<file path="src/rtl/ps2_rx.sv">
// PS/2 device-to-host receiver: pad synchroniser, clock deglitch filter,
// 11-bit frame deframer with odd parity check, and a small show-ahead FIFO.
module ps2_rx #(
    parameter int FILTER_LEN = 8,
    parameter int TIMEOUT    = 25000,
    parameter int FIFO_LOG2  = 2
) (
    input  logic       clk,
    input  logic       reset,
    input  logic       ps2_clk_in,
    input  logic       ps2_data_in,
    output logic [7:0] rd_data,
    output logic       rd_valid,
    input  logic       rd_ack,
    output logic       parity_err,
    output logic       frame_err,
    output logic       overflow,
    output logic [1:0] o_dbg_state
);
    localparam int FCW   = $clog2(FILTER_LEN + 1);
    localparam int TCW   = $clog2(TIMEOUT + 1);
    localparam int DEPTH = 1 << FIFO_LOG2;

    typedef enum logic [1:0] {
        S_IDLE   = 2'd0,
        S_DATA   = 2'd1,
        S_PARITY = 2'd2,
        S_STOP   = 2'd3
    } state_t;

    logic           r_clk_s1, r_clk_s2, r_data_s1, r_data_s2;
    logic           r_filt, r_filt_d, r_fall;
    logic [FCW-1:0] r_fcnt;

    state_t         r_state;
    logic [2:0]     r_bit_cnt;
    logic [7:0]     r_shift;
    logic           r_par_ok;
    logic [TCW-1:0] r_to_cnt;
    logic           r_perr, r_ferr;

    logic [7:0]         r_mem [DEPTH];
    logic [FIFO_LOG2:0] r_wr_ptr, r_rd_ptr;
    logic               r_ovf;

    logic w_empty, w_full, w_push, w_pop, w_wr;

    // Pads idle high, so the synchroniser resets to 1 to avoid a false edge.
    always_ff @(posedge clk) begin
        if (reset) begin
            r_clk_s1  <= 1'b1;
            r_clk_s2  <= 1'b1;
            r_data_s1 <= 1'b1;
            r_data_s2 <= 1'b1;
        end else begin
            r_clk_s1  <= ps2_clk_in;
            r_clk_s2  <= r_clk_s1;
            r_data_s1 <= ps2_data_in;
            r_data_s2 <= r_data_s1;
        end
    end

    // The filtered clock follows only after FILTER_LEN differing samples in a row.
    always_ff @(posedge clk) begin
        if (reset) begin
            r_filt   <= 1'b1;
            r_filt_d <= 1'b1;
            r_fall   <= 1'b0;
            r_fcnt   <= '0;
        end else begin
            r_filt_d <= r_filt;
            r_fall   <= r_filt_d & ~r_filt;
            if (r_clk_s2 == r_filt) begin
                r_fcnt <= '0;
            end else if (r_fcnt == FCW'(FILTER_LEN - 1)) begin
                r_filt <= r_clk_s2;
                r_fcnt <= '0;
            end else begin
                r_fcnt <= r_fcnt + 1'b1;
            end
        end
    end

    always_ff @(posedge clk) begin
        if (reset) begin
            r_state   <= S_IDLE;
            r_bit_cnt <= '0;
            r_shift   <= '0;
            r_par_ok  <= 1'b0;
            r_to_cnt  <= '0;
            r_perr    <= 1'b0;
            r_ferr    <= 1'b0;
        end else begin
            r_perr <= 1'b0;
            r_ferr <= 1'b0;
            if (r_fall) begin
                r_to_cnt <= '0;
                case (r_state)
                    S_IDLE: begin
                        if (!r_data_s2) begin
                            r_bit_cnt <= '0;
                            r_state   <= S_DATA;
                        end
                    end
                    S_DATA: begin
                        r_shift   <= {r_data_s2, r_shift[7:1]};
                        r_bit_cnt <= r_bit_cnt + 1'b1;
                        if (r_bit_cnt == 3'd7) r_state <= S_PARITY;
                    end
                    S_PARITY: begin
                        r_par_ok <= ^{r_shift, r_data_s2};
                        r_state  <= S_STOP;
                    end
                    S_STOP: begin
                        if (!r_data_s2)    r_ferr <= 1'b1;
                        else if (!r_par_ok) r_perr <= 1'b1;
                        r_state <= S_IDLE;
                    end
                    default: r_state <= S_IDLE;
                endcase
            end else if (r_state != S_IDLE) begin
                if (r_to_cnt == TCW'(TIMEOUT - 1)) begin
                    r_ferr   <= 1'b1;
                    r_state  <= S_IDLE;
                    r_to_cnt <= '0;
                    r_shift  <= '0;
                end else begin
                    r_to_cnt <= r_to_cnt + 1'b1;
                end
            end else begin
                r_to_cnt <= '0;
            end
        end
    end

    assign w_push = r_fall && (r_state == S_STOP) && r_data_s2 && r_par_ok;

    // Read side: rd_valid means the head is presented on rd_data; rd_ack while
    // rd_valid=1 consumes it and the next head appears the following cycle.
    assign w_empty = (r_wr_ptr == r_rd_ptr);
    assign w_full  = (r_wr_ptr[FIFO_LOG2] != r_rd_ptr[FIFO_LOG2]) &&
                     (r_wr_ptr[FIFO_LOG2-1:0] == r_rd_ptr[FIFO_LOG2-1:0]);
    assign w_pop   = rd_ack && !w_empty;
    assign w_wr    = w_push && (!w_full || w_pop);

    always_ff @(posedge clk) begin
        if (reset) begin
            r_wr_ptr <= '0;
            r_rd_ptr <= '0;
            r_ovf    <= 1'b0;
        end else begin
            if (w_wr)  r_wr_ptr <= r_wr_ptr + 1'b1;
            if (w_pop) r_rd_ptr <= r_rd_ptr + 1'b1;
            if (w_push && w_full && !w_pop) r_ovf <= 1'b1;
        end
    end

    always_ff @(posedge clk) begin
        if (w_wr) r_mem[r_wr_ptr[FIFO_LOG2-1:0]] <= r_shift;
    end

    assign rd_data     = w_empty ? 8'h00 : r_mem[r_rd_ptr[FIFO_LOG2-1:0]];
    assign rd_valid    = !w_empty;
    assign parity_err  = r_perr;
    assign frame_err   = r_ferr;
    assign overflow    = r_ovf;
    assign o_dbg_state = r_state;
endmodule

</file>
<file path="config.mk">
export PLATFORM = sky130hd
export DESIGN_NAME = ps2_rx
export DESIGN_NICKNAME = d
export VERILOG_FILES = /design/src/rtl/ps2_rx.sv
export SDC_FILE = /design/constraint.sdc
export NUM_CORES = 1
export LEC_CHECK = 0
export BUFFER_PORTS_ARGS = -buffer_cell sky130_fd_sc_hd__buf_2
export CAP_MARGIN = 20
export CORE_ASPECT_RATIO = 0.75
export CORE_MARGIN = 2
export CORE_UTILIZATION = 55
export CTS_BUF_LIST = sky130_fd_sc_hd__clkbuf_4
export DETAILED_ROUTE_END_ITERATION = 16
export HOLD_SLACK_MARGIN = 0.12
export PLACE_DENSITY = 0.78
export SLEW_MARGIN = 10
export SYNTH_ARGS = -nofsm -noshare
export SYNTH_HDL_FRONTEND = slang
export SYNTH_SLANG_ARGS = --single-unit
</file>
<file path="constraint.sdc">
create_clock -name clk -period 2.45 [get_ports clk]
set_clock_uncertainty 0.05 [all_clocks]
set_input_delay 0.3675 -clock clk [delete_from_list [all_inputs] [get_ports clk]]
set_output_delay 0.3675 -clock clk [all_outputs]
set_load 0.03 [all_outputs]
</file>
==> results of run 1 <==
-- synth_stat cells (2+ instances only) --
cell,instances
mux4_2,8
xor2_1,14
nor4b_1,2
nor2_2,2
and4_1,2
o31ai_1,2
or3_1,5
xnor2_1,11
nor2_4,8
a21oi_1,19
clkbuf_1,6
nor2b_1,10
nor4_1,3
ha_1,13
and3_1,2
or2_2,7
mux2i_1,2
and2_1,4
nand4_1,5
o21ai_0,6
nor2_1,21
edfxtp_1,32
o211ai_1,2
nor4bb_1,2
nand2_1,16
inv_1,9
nand3_1,22
dfxtp_1,51
nand3b_1,2
-- per-layer routing --
metal  track usage (%)  part of all wire (%)
met1             24.69                    48
met2             27.74                    45
met3             5.921                   5.4
met4             6.481                   1.3
met5                 0                     0
-- final cells by class --
cell class                      instances  area share [%]
Tap cell                               81           2.577
Clock buffer                           10           1.909
Multi-Input combinational cell        203           38.98
Clock inverter                          6           2.068
Inverter                                9          0.8591
Sequential cell                        83           50.43
Timing Repair Buffer                   22           3.182
-- how the worst min path moves through the flow --
stage,endpoint,startpoint,slack (ns)
after floorplan,r_clk_s2,r_clk_s1,0.34
after global placement,r_data_s2,r_data_s1,0.34
after detailed placement,r_data_s2,r_data_s1,0.35
after CTS,overflow,rd_ack,0.29
after global routing,overflow,rd_ack,0.33
final,overflow,rd_ack,0.32
-- per-stage QoR --
stage          power (mW)  hold slack (ns)  setup slack, ns  area (um2)  std cells
6_report            2.303           0.3184           0.2153        3933        414
5_1_grt             2.380           0.3274          0.08601        3933        414
4_1_cts             2.325           0.2926          0.08050        3926        414
3_5_place_dp        1.477           0.3503           0.2420        3744        396
3_3_place_gp        1.477           0.3411           0.3856        3744        396
2_1_floorplan       1.470           0.3395           0.5155        3600        305
-- repair_timing --
action	4_1_cts	5_1_grt
pin swaps	0	0
gates cloned	0	0
resized for setup	2	1
hold endpoints to repair	2	0
hold buffers	2	0
endpoints found under the setup margin	9	9
-- where the power goes --
group          switching (mW)  internal (mW)
logic                  0.0120        0.00949
clock network           0.435          0.419
registers             0.00236           1.42
total                   0.450           1.85
-- layout by cell type, fill, tap and decap left out, types with 2 or more instances in the layout --
master and instances:
a21oi_1 19, and2_1 4, and3_1 2, and4_1 2
buf_2 18, buf_4 2, bufinv_16 2, clkbuf_4 10
clkinv_1 2, dfxtp_1 50, dlygate4sd3_1 2, edfxtp_1 32
ha_1 13, inv_1 9, mux2i_1 2, mux4_2 8
nand2_1 16, nand3_1 22, nand3b_1 2, nand4_1 5
nor2_1 21, nor2_2 2, nor2_4 8, nor2b_1 10
nor4_1 3, nor4b_1 2, nor4bb_1 2, o211ai_1 2
o21ai_0 6, o31ai_1 2, or2_2 7, or3_1 5
xnor2_1 11, xor2_1 14
-- worst max-delay path: stages (launching register included) --
cell and delay [ns]:
dfxtp_2 0.52, mux4_2 0.55, nor2b_1 0.14, buf_2 0.19
-- state kept, by name, summed over array words and instances (netlist names), 2 cells and up, named ones only --
register and count:
r_wr_ptr 3, r_fcnt 4, o_dbg_state 2, r_rd_ptr 3
r_shift 8, r_mem 32, r_bit_cnt 3, r_to_cnt 15
-- cells by family after synthesis --
kind of cell / after synthesis / synth area share, %
xor+xnor: 26 / 6.708
fa+ha+maj: 13 / 4.519
compound gates: 34 / 5.735
simple gates: 120 / 19.74
flops: 83 / 55.06
mux: 10 / 5.561
buf+inv: 19 / 2.676
==> qor.yml, run 1 <==
sta:
  slew_viol_final: 0
  fmax_mhz: 447.5
  hold_viol: 0
  worstMarginPinSlew_ns: 0.7535
  setup_viol: 0
  tns_ns: 0
  slew_headroom_pct: 49.58
  min_period_over_period_pct: 91.21
  final.min_clock_period_ns: 2.235
  rsz0062_at_grt: "false"
power_and_ir_drop:
  worst_ir_drop_vdd_uv: 363.3
  p_per_area_nw_per_um2: 585.6
  leakagePower_nw: 1.395
critical_path:
  r2r_end: "r_mem[3][6]"
  cp_max_fo: 8
  r2r_start: "r_wr_ptr[1]"
  crit_arrival_ns: 1.82
  end_kind: "output port"
  cp-endpoint: "rd_data[3]"
  r2r_slack_ns: 0.29
  crit_type: "flop to output port"
  crit_path_start_kind: "flop"
  critical_path_required_ns: 2.03
  r2r_cells: 3
global_route:
  grt_usage_pct: 18.11
  grt_max_degree: 34
  grt_pass1_wl_um: 9970
  overflow: 0
  antenna_found_initial: 0
  grt_pass1_vias: 2088
min_path:
  hold_depth: 4
  min_path_type: "input port to flop"
detailed_routing:
  post_drt_via_cell_ratio: 5.469
  drtIter0Drc: 145
  drc: 0
  dr.pass1.iters: 4
  avgRoutedWirePerCell_um: 14.62
  routed_wl_um: 6051
  drtAntennaViolNets: 0
  dr_total_vias: 2264
clock_network:
  worstSkewPairLatency_ns: 0.42
  cts_setup_buffers: 0
  htreeDepth: 3
  clockBufferDepth: 2
  cts_tree: "done"
  root_buffer: "clkbuf_4"
  numCtsBuffers: 9
  cts_sinks: 83
  path_clk_slew_ns: 0.12
place:
  portBuffers: 18
  place_hpwl_um: 4206
  place.gp.congestion: 0.8151
yosys:
  yosysUniqueCellTypes: 46
  synth_seq_area_share_pct: 55.06
  netlist_area_um2: 3600
  ys.flop_type: "dfxtp_1"
  synth.area.top_cells: "dfxtp_1 28%, edfxtp_1 27%, mux4_2 5.0%, ha_1 4.5%, xor2_1 3.4%"
  netlist.area_leader.share_pct: 28.36
  synth_fp_nets: 323
  synth.avg_cell_area_um2: 11.80
  ys_ff_latch: 83
  synth_area_leader_cell: "dfxtp_1"
  synth_edf_count: 32
  synthCells: 305
  yosysWarnings: 0
  ys_async_sr_fraction_pct: 0
die:
  die-area_um2: 7215
  initial_utilization_pct: 56.97
  die_h_um: 74.06
  coreArea_um2: 6319
  ios: 19
  row_count: 25
  dieWidth_um: 97.42
cells_and_area:
  multi_input_area_um2: 1533
  diodes: 0
  area_growth_pct: 9.246
  drive_gt1_share_pct: 19.52
  regArea_um2: 1983
  nFillCells: 483
  final_nets: 346
  final_util_pct: 62.24
outcome:
  status: "complete, no violations"
job:
  max_cap_viol_count: 0
Note: power is estimated with default switching activity, not from simulation.
==> run 2: changes to the inputs <==
CELL_PAD_IN_SITES_DETAIL_PLACEMENT = 1   (was unset)
CELL_PAD_IN_SITES_GLOBAL_PLACEMENT = 1   (was unset)
CORE_UTILIZATION = 51   (was 55)
PLACE_DENSITY = 0.86   (was 0.78)
==> run 2 against run 1 <==
Against the previous run: sequential share of layout area barely moved; fmax fell by 1.8%; critical path depth did not move; sequential power barely moved; worst hold slack improved by 0.041 ns; register-to-register slack barely moved; clock power fell by 4.4%; non-clock buffer count rose by 1; via count rose by 4.2%; flip-flop and latch count did not move; global-route usage rose by 2.3 points; highest routed layer unchanged.
==> qor.yml, run 2 (same netlist as run 1, synthesis figures left out) <==
outcome:
  status: "complete, no violations"
detailed_routing:
  wl_met2_um: 3420  # +24%
  routed_wl_um: 7255  # +20%
  drc: 0  # unchanged
  post_drt_via_cell_ratio: 5.644  # +3.2%
  dr_total_vias: 2359  # +4.2%
  drtAntennaViolNets: 0  # unchanged
  wl_met3_um: 226  # -30%
  dr.pass1.iters: 4  # unchanged
  avgRoutedWirePerCell_um: 17.36  # +19%
  wl_met1_um: 3516  # +21%
  drtIter0Drc: 86  # -41%
  top_layer: "met4"
cells_and_area:
  final_cell_mix: "50 x dfxtp_1, 32 x edfxtp_1, 22 x nand3_1, 21 x nor2_1, 19 x a21oi_1"
  area_growth_pct: 9.350  # about the same
  mostFrequentLayoutCell: "dfxtp_1"
  final_util_pct: 57.62  # -4.6 points
  diodes: 0  # unchanged
  largest_reg_flops: 32  # unchanged
  final_nets: 347  # +0.29%
  drive_gt1_share_pct: 20.36  # +0.84 points
  layout.cells.non_filler: 418  # +0.97%
critical_path:
  r2r_slack_ns: 0.28  # about the same
  crit_path_start_kind: "flop"
  r2r_cells: 3  # unchanged
  r2r_start: "r_wr_ptr[1]"
  r2r_end: "r_mem[3][0]"
  crit_arrival_ns: 1.86  # +0.04 ns
  crit_type: "flop to output port"
  cp_max_fo: 8  # unchanged
  end_kind: "output port"
  critical_path_required_ns: 2.03  # about the same
clock_network:
  path_clk_slew_ns: 0.14  # +0.02 ns
  root_buffer: "clkbuf_4"
  htreeDepth: 3  # unchanged
  cts_tree: "done"
  clockBufferDepth: 2  # unchanged
  cts_sinks: 83  # unchanged
  numCtsBuffers: 9  # unchanged
  cts_setup_buffers: 0  # unchanged
  worstSkewPairLatency_ns: 0.43  # about the same
sta:
  final.min_clock_period_ns: 2.275  # +0.04003 ns
  min_period_over_period_pct: 92.84  # +1.6 points
  fmax_mhz: 439.6  # -1.8%
  setup_viol: 0  # unchanged
  worstMarginPinSlew_ns: 0.7598  # +0.006326 ns
  tns_ns: 0  # unchanged
  hold_viol: 0  # unchanged
  rsz0062_at_grt: "false"
  slew_viol_final: 0  # unchanged
  slew_headroom_pct: 49.16  # -0.42 points
global_route:
  overflow: 0  # unchanged
  antenna_found_initial: 0  # unchanged
  grt_usage_pct: 20.43  # +2.3 points
  grt_pass1_wl_um: 12160  # +22%
  grt_pass1_vias: 2460  # +18%
  grt_max_degree: 33  # -2.9%
power_and_ir_drop:
  leakagePower_nw: 1.390  # -0.39%
  worst_ir_drop_vdd_uv: 413.9  # +14%
  p_per_area_nw_per_um2: 576.1  # -1.6%
place:
  portBuffers: 18  # unchanged
  place_inst: 400  # +1.0%
  place.gp.congestion: 0.8250  # +1.2%
  place_hpwl_um: 5144  # +22%
min_path:
  min_from: "rd_ack"
  min_path_type: "input port to flop"
  hold_end: "overflow"
  hold_depth: 4  # unchanged
die:
  dieWidth_um: 101.0  # +3.7%
  die_h_um: 76.76  # +3.6%
  die-area_um2: 7754  # +7.5%
  initial_utilization_pct: 52.69  # -4.3 points
  coreArea_um2: 6832  # +8.1%
  ios: 19  # unchanged
  row_count: 26  # +4.0%
job:
  max_cap_viol_count: 0  # unchanged
-- run 2: cell count changes in the layout (fill, tap and decap cells not counted) --
cell / delta
clkinv_1: -2
bufinv_16: -1
clkinvlp_4: +2
inv_8: +1
clkinv_2: -1
buf_4: +1
inv_6: +1
-- run 2: area by class of cell --
type | count | area (um2)
clock buffer | 10 | 75.07
fill | 742 | 2895
multi-input combinational | 203 | 1533
sequential | 83 | 1983
tap | 84 | 105.1
clock inverter | 6 | 73.82
inverter | 9 | 33.78
timing repair buffer | 23 | 132.6
-- run 2: metal layers --
layer / vias up / track usage [%]
li1: 1152 / -
met1: 1164 / 26.80
met2: 36 / 33.40
met3: 7 / 5.196
met4: 0 / 6.081
met5: - / 0
-- run 2: report_power, final --
group | switching [mW] | leakage (nW) | internal (mW)
clock | 0.482 | 0.0751 | 0.334
sequential | 0.00238 | 0.709 | 1.42
combinational | 0.0134 | 0.606 | 0.0106
total | 0.498 | 1.39 | 1.77
-- run 2: worst max-delay path by stage --
stage                         from      endpoint  slack, ns  depth (start not counted)
floorplan           o_dbg_state[0]  r_to_cnt[11]       0.52                          6
global placement       r_wr_ptr[1]    rd_data[6]       0.38                          4
detailed placement     r_wr_ptr[1]    rd_data[5]       0.27                          4
CTS                    r_wr_ptr[1]    rd_data[5]       0.08                          4
global route           r_wr_ptr[1]    rd_data[6]       0.04                          4
finish                        flop    rd_data[7]       0.18                          3
-- run 2: timing repair --
action,4_1_cts,5_1_grt
setup endpoints to repair,9,9
resized for setup,2,1
endpoints found under the hold margin,2,0
hold buffers,2,0
-- run 2: through the flow --
step | hold slack, ns | power [mW] | setup WS [ns] | area, um2
after global placement | 0.3429 | 1.479 | 0.3828 | 3755
after CTS | 0.3231 | 2.294 | 0.08450 | 3930
final | 0.3598 | 2.268 | 0.1753 | 3936
after global routing | 0.3632 | 2.342 | 0.04228 | 3936
after detailed placement | 0.3475 | 1.480 | 0.2748 | 3755
after floorplan | 0.3395 | 1.470 | 0.5155 | 3600
-- run 2: critical path: stages (launching register included) --
cell	delay [ns]
dfxtp_2	0.54
mux4_2	0.56
nor2b_1	0.14
buf_2	0.19
==> run 3: changes to the inputs <==
ABC_AREA = 1   (was unset)
CORE_UTILIZATION = 49   (was 51)
PLACE_DENSITY = 0.87   (was 0.86)
==> run 3 against run 2 <==
Against the previous run: die area grew 8.5%; via count grew 18%; non-clock buffer count shrank 2; first-iteration DRC count grew 60%; register-to-register slack gained 0.10 ns; sequential share of layout area shrank 2.0 points; critical path type unchanged.
==> qor.yml, run 3 <==
yosys:
  netlist.area_leader.share_pct: 27.11  # -1.3 points
  synth_area_leader_cell: "dfxtp_1"
  ys.flop_type: "dfxtp_1"
  synth_compound_area_share_pct: 9.037  # +3.3 points
  synthAdderAreaFrac_pct: 4.319  # -0.20 points
  yosysUniqueCellTypes: 39  # -15%
  synthCells: 417  # +37%
  netlist_area_um2: 3766  # +4.6%
  ys_ff_latch: 83  # unchanged
  yosysWarnings: 0  # unchanged
  synth_fp_nets: 435  # +35%
  synth.mux.area_fraction_pct: 0  # -5.6 points
  synth-xor-area-share_pct: 2.791  # -3.9 points
  synth_edf_count: 32  # unchanged
  synth.avg_cell_area_um2: 9.031  # -23%
  synth.area.top_cells: "dfxtp_1 27%, edfxtp_1 26%, nand2_1 7.2%, nor2_1 6.5%, ha_1 4.3%"
  synth_top_family_by_area: "simple AND/OR/NAND/NOR gates"
  synth_seq_area_share_pct: 52.62  # -2.4 points
  synthTopCellsByCount: "72 x nand2_1, 65 x nor2_1, 51 x dfxtp_1"
  yosysMostFrequentCell: "nand2_1"
  ys_async_sr_fraction_pct: 0  # unchanged
  yosys.area_share.simple_pct: 24.88  # +5.1 points
power_and_ir_drop:
  leakagePower_nw: 1.594  # +15%
  power_mw: 2.351  # +3.7%
  p_per_area_nw_per_um2: 573.4  # -0.47%
  worst_ir_drop_vdd_uv: 301.4  # -27%
detailed_routing:
  drtAntennaViolNets: 0  # unchanged
  drtIter0Drc: 138  # +60%
  post_drt_via_cell_ratio: 5.136  # -9.0%
  dr_total_vias: 2794  # +18%
  drc: 0  # unchanged
  avgRoutedWirePerCell_um: 15.55  # -10%
  dr.pass1.iters: 4  # unchanged
  routed_wl_um: 8457  # +17%
critical_path:
  critical_path_required_ns: 2.03  # about the same
  cp_max_fo: 11  # +3
  crit_type: "flop to output port"
  crit_arrival_ns: 1.81  # -0.05 ns
  end_kind: "output port"
  crit_path_start_kind: "flop"
  cp_slowest_cell: "dfxtp_1"
  r2r_cells: 5  # +2
  crit_chain: "or2_0 > a21oi_1 > nand2_2 > nand2_1 > inv_1 > buf_2"
  critPathMaxStageDelay_ns: 0.39  # -0.17 ns
  r2r_start: "o_dbg_state[0]"
  r2r_slack_ns: 0.38  # +0.10 ns
  r2r_end: "r_mem[1][2]"
cells_and_area:
  nFillCells: 867  # +17%
  mostFrequentLayoutCell: "nand2_1"
  drive_gt1_share_pct: 16.48  # -3.9 points
  multi_input_area_um2: 1548  # +0.98%
  final_cell_mix: "71 x nand2_1, 65 x nor2_1, 50 x dfxtp_1, 40 x inv_1, 32 x edfxtp_1"
  layout.cells.non_filler: 544  # +30%
  final_nets: 456  # +31%
  area_growth_pct: 8.870
  diodes: 0  # unchanged
  largest_reg_flops: 32  # unchanged
  regArea_um2: 1983  # unchanged
  final_util_pct: 55.42  # -2.2 points
clock_network:
  worstSkewPairLatency_ns: 0.43  # about the same
  clockBufferDepth: 2  # unchanged
  cts_sinks: 83  # unchanged
  htreeDepth: 3  # unchanged
  cts_tree: "done"
  numCtsBuffers: 9  # unchanged
  root_buffer: "clkbuf_4"
  path_clk_slew_ns: 0.13  # about the same
outcome:
  status: "complete, no violations"
job:
  max_cap_viol_count: 0  # unchanged
place:
  place_inst: 526  # +32%
  place.gp.congestion: 0.8242  # about the same
  place_hpwl_um: 6125  # +19%
  portBuffers: 18  # unchanged
sta:
  min_period_over_period_pct: 90.87  # -2.0 points
  fmax_mhz: 449.2  # +2.2%
  worstMarginPinSlew_ns: 0.7862  # +0.02639 ns
  slew_headroom_pct: 47.39  # -1.8 points
  final.min_clock_period_ns: 2.226  # -0.04827 ns
  hold_viol: 0  # unchanged
  rsz0062_at_grt: "false"
  slew_viol_final: 0  # unchanged
  tns_ns: 0  # unchanged
  setup_viol: 0  # unchanged
global_route:
  overflow: 0  # unchanged
  grt_pass1_wl_um: 14210  # +17%
  grt_max_degree: 21  # -36%
  grt_usage_pct: 21.91  # +1.5 points
  antenna_found_initial: 0  # unchanged
  grt_pass1_vias: 2858  # +16%
die:
  initial_utilization_pct: 50.90  # -1.8 points
  ios: 19  # unchanged
  row_count: 27  # +3.8%
  coreArea_um2: 7398  # +8.3%
  die-area_um2: 8411  # +8.5%
  dieWidth_um: 105.2  # +4.2%
  die_h_um: 79.93  # +4.1%
min_path:
  hold_end: "r_rd_ptr[2]"
  min_from: "rd_ack"
  min_path_type: "input port to flop"
  hold_depth: 3  # -1
==> run 3: cell count changes after synthesis, sizes merged, moves of 4 or more <==
cell / delta
nand2: +64
nor2: +42
inv: +34
o21ai: +14
nor2b: -10
mux4: -8
nor3: +8
o32ai: +8
xor2: -7
xnor2: -6
or3: -5
and2: -4
buf: +4
==> run 3: where the power goes <==
| part | total (mW) | switching [mW] | internal (mW) |
|---|---|---|---|
| clock network | 0.897 | 0.464 | 0.433 |
| registers | 1.43 | 0.00278 | 1.42 |
| logic | 0.0265 | 0.0157 | 0.0108 |
==> run 3: critical path, delay by kind of cell (launching register included) <==
kind                   cells  cell delay (ns)
flip-flops                 1             0.39
AND/OR/NAND/NOR            3             0.55
AO/OA/AOI/OAI              1             0.21
buffers and inverters      2             0.22
==> run 3: through the flow <==
step           hold WS [ns]  cell area (um2)  setup WS [ns]
6_report             0.1657             4100         0.2236
5_1_grt              0.1576             4100        0.02100
4_1_cts              0.1557             4096        0.08384
3_5_place_dp         0.3473             3916         0.3471
3_3_place_gp         0.3415             3916         0.5813
2_1_floorplan        0.3395             3766         0.5608
==> run 3: worst max-delay path by stage <==
| stage | startpoint | endpoint | slack (ns) | cells past startpoint |
|---|---|---|---|---|
| 2_1_floorplan | o_dbg_state[1] | r_mem[0][0] | 0.56 | 5 |
| 3_3_place_gp | o_dbg_state[0] | r_mem[0][7] | 0.58 | 5 |
| 3_5_place_dp | o_dbg_state[0] | r_mem[1][5] | 0.35 | 5 |
| 4_1_cts | flop | rd_data[0] | 0.08 | 6 |
| 5_1_grt | r_wr_ptr[1] | rd_data[7] | 0.02 | 6 |
| 6_report | r_wr_ptr[1] | rd_data[6] | 0.22 | 6 |
==> run 3: final cells by class <==
| class | instances | area share [%] |
|---|---|---|
| Multi-Input combinational cell | 279 | 37.75 |
| Clock inverter | 5 | 1.892 |
| Sequential cell | 83 | 48.37 |
| Clock buffer | 11 | 2.014 |
| Inverter | 44 | 4.028 |
| Timing Repair Buffer | 21 | 2.868 |
| Tap cell | 101 | 3.082 |
==> run 3: cell families after synthesis <==
family,Yosys count
AO/OA/AOI/OAI,54
XOR/XNOR,12
adder cells (fa/ha/maj),13
buffers and inverters,55
flip-flops,83
AND/OR/NAND/NOR,200
==> run 3: layer usage <==
layer / vias to the layer above / wire [um] / GRT usage (%)
li1: 1411 / - / -
met1: 1340 / 3968 / 27.79
met2: 35 / 4150 / 37.94
met3: 8 / 260 / 4.490
met4: 0 / 78 / 6.667
met5: - / 0 / 0
==> run 3: timing repair <==
| action | CTS | global route |
|---|---|---|
| hold buffers | 2 | 0 |
| hold endpoints to repair | 2 | 0 |
| setup endpoints to repair | 0 | 8 |
| buffers inserted | 0 | 0 |
| resized for setup | 0 | 2 |
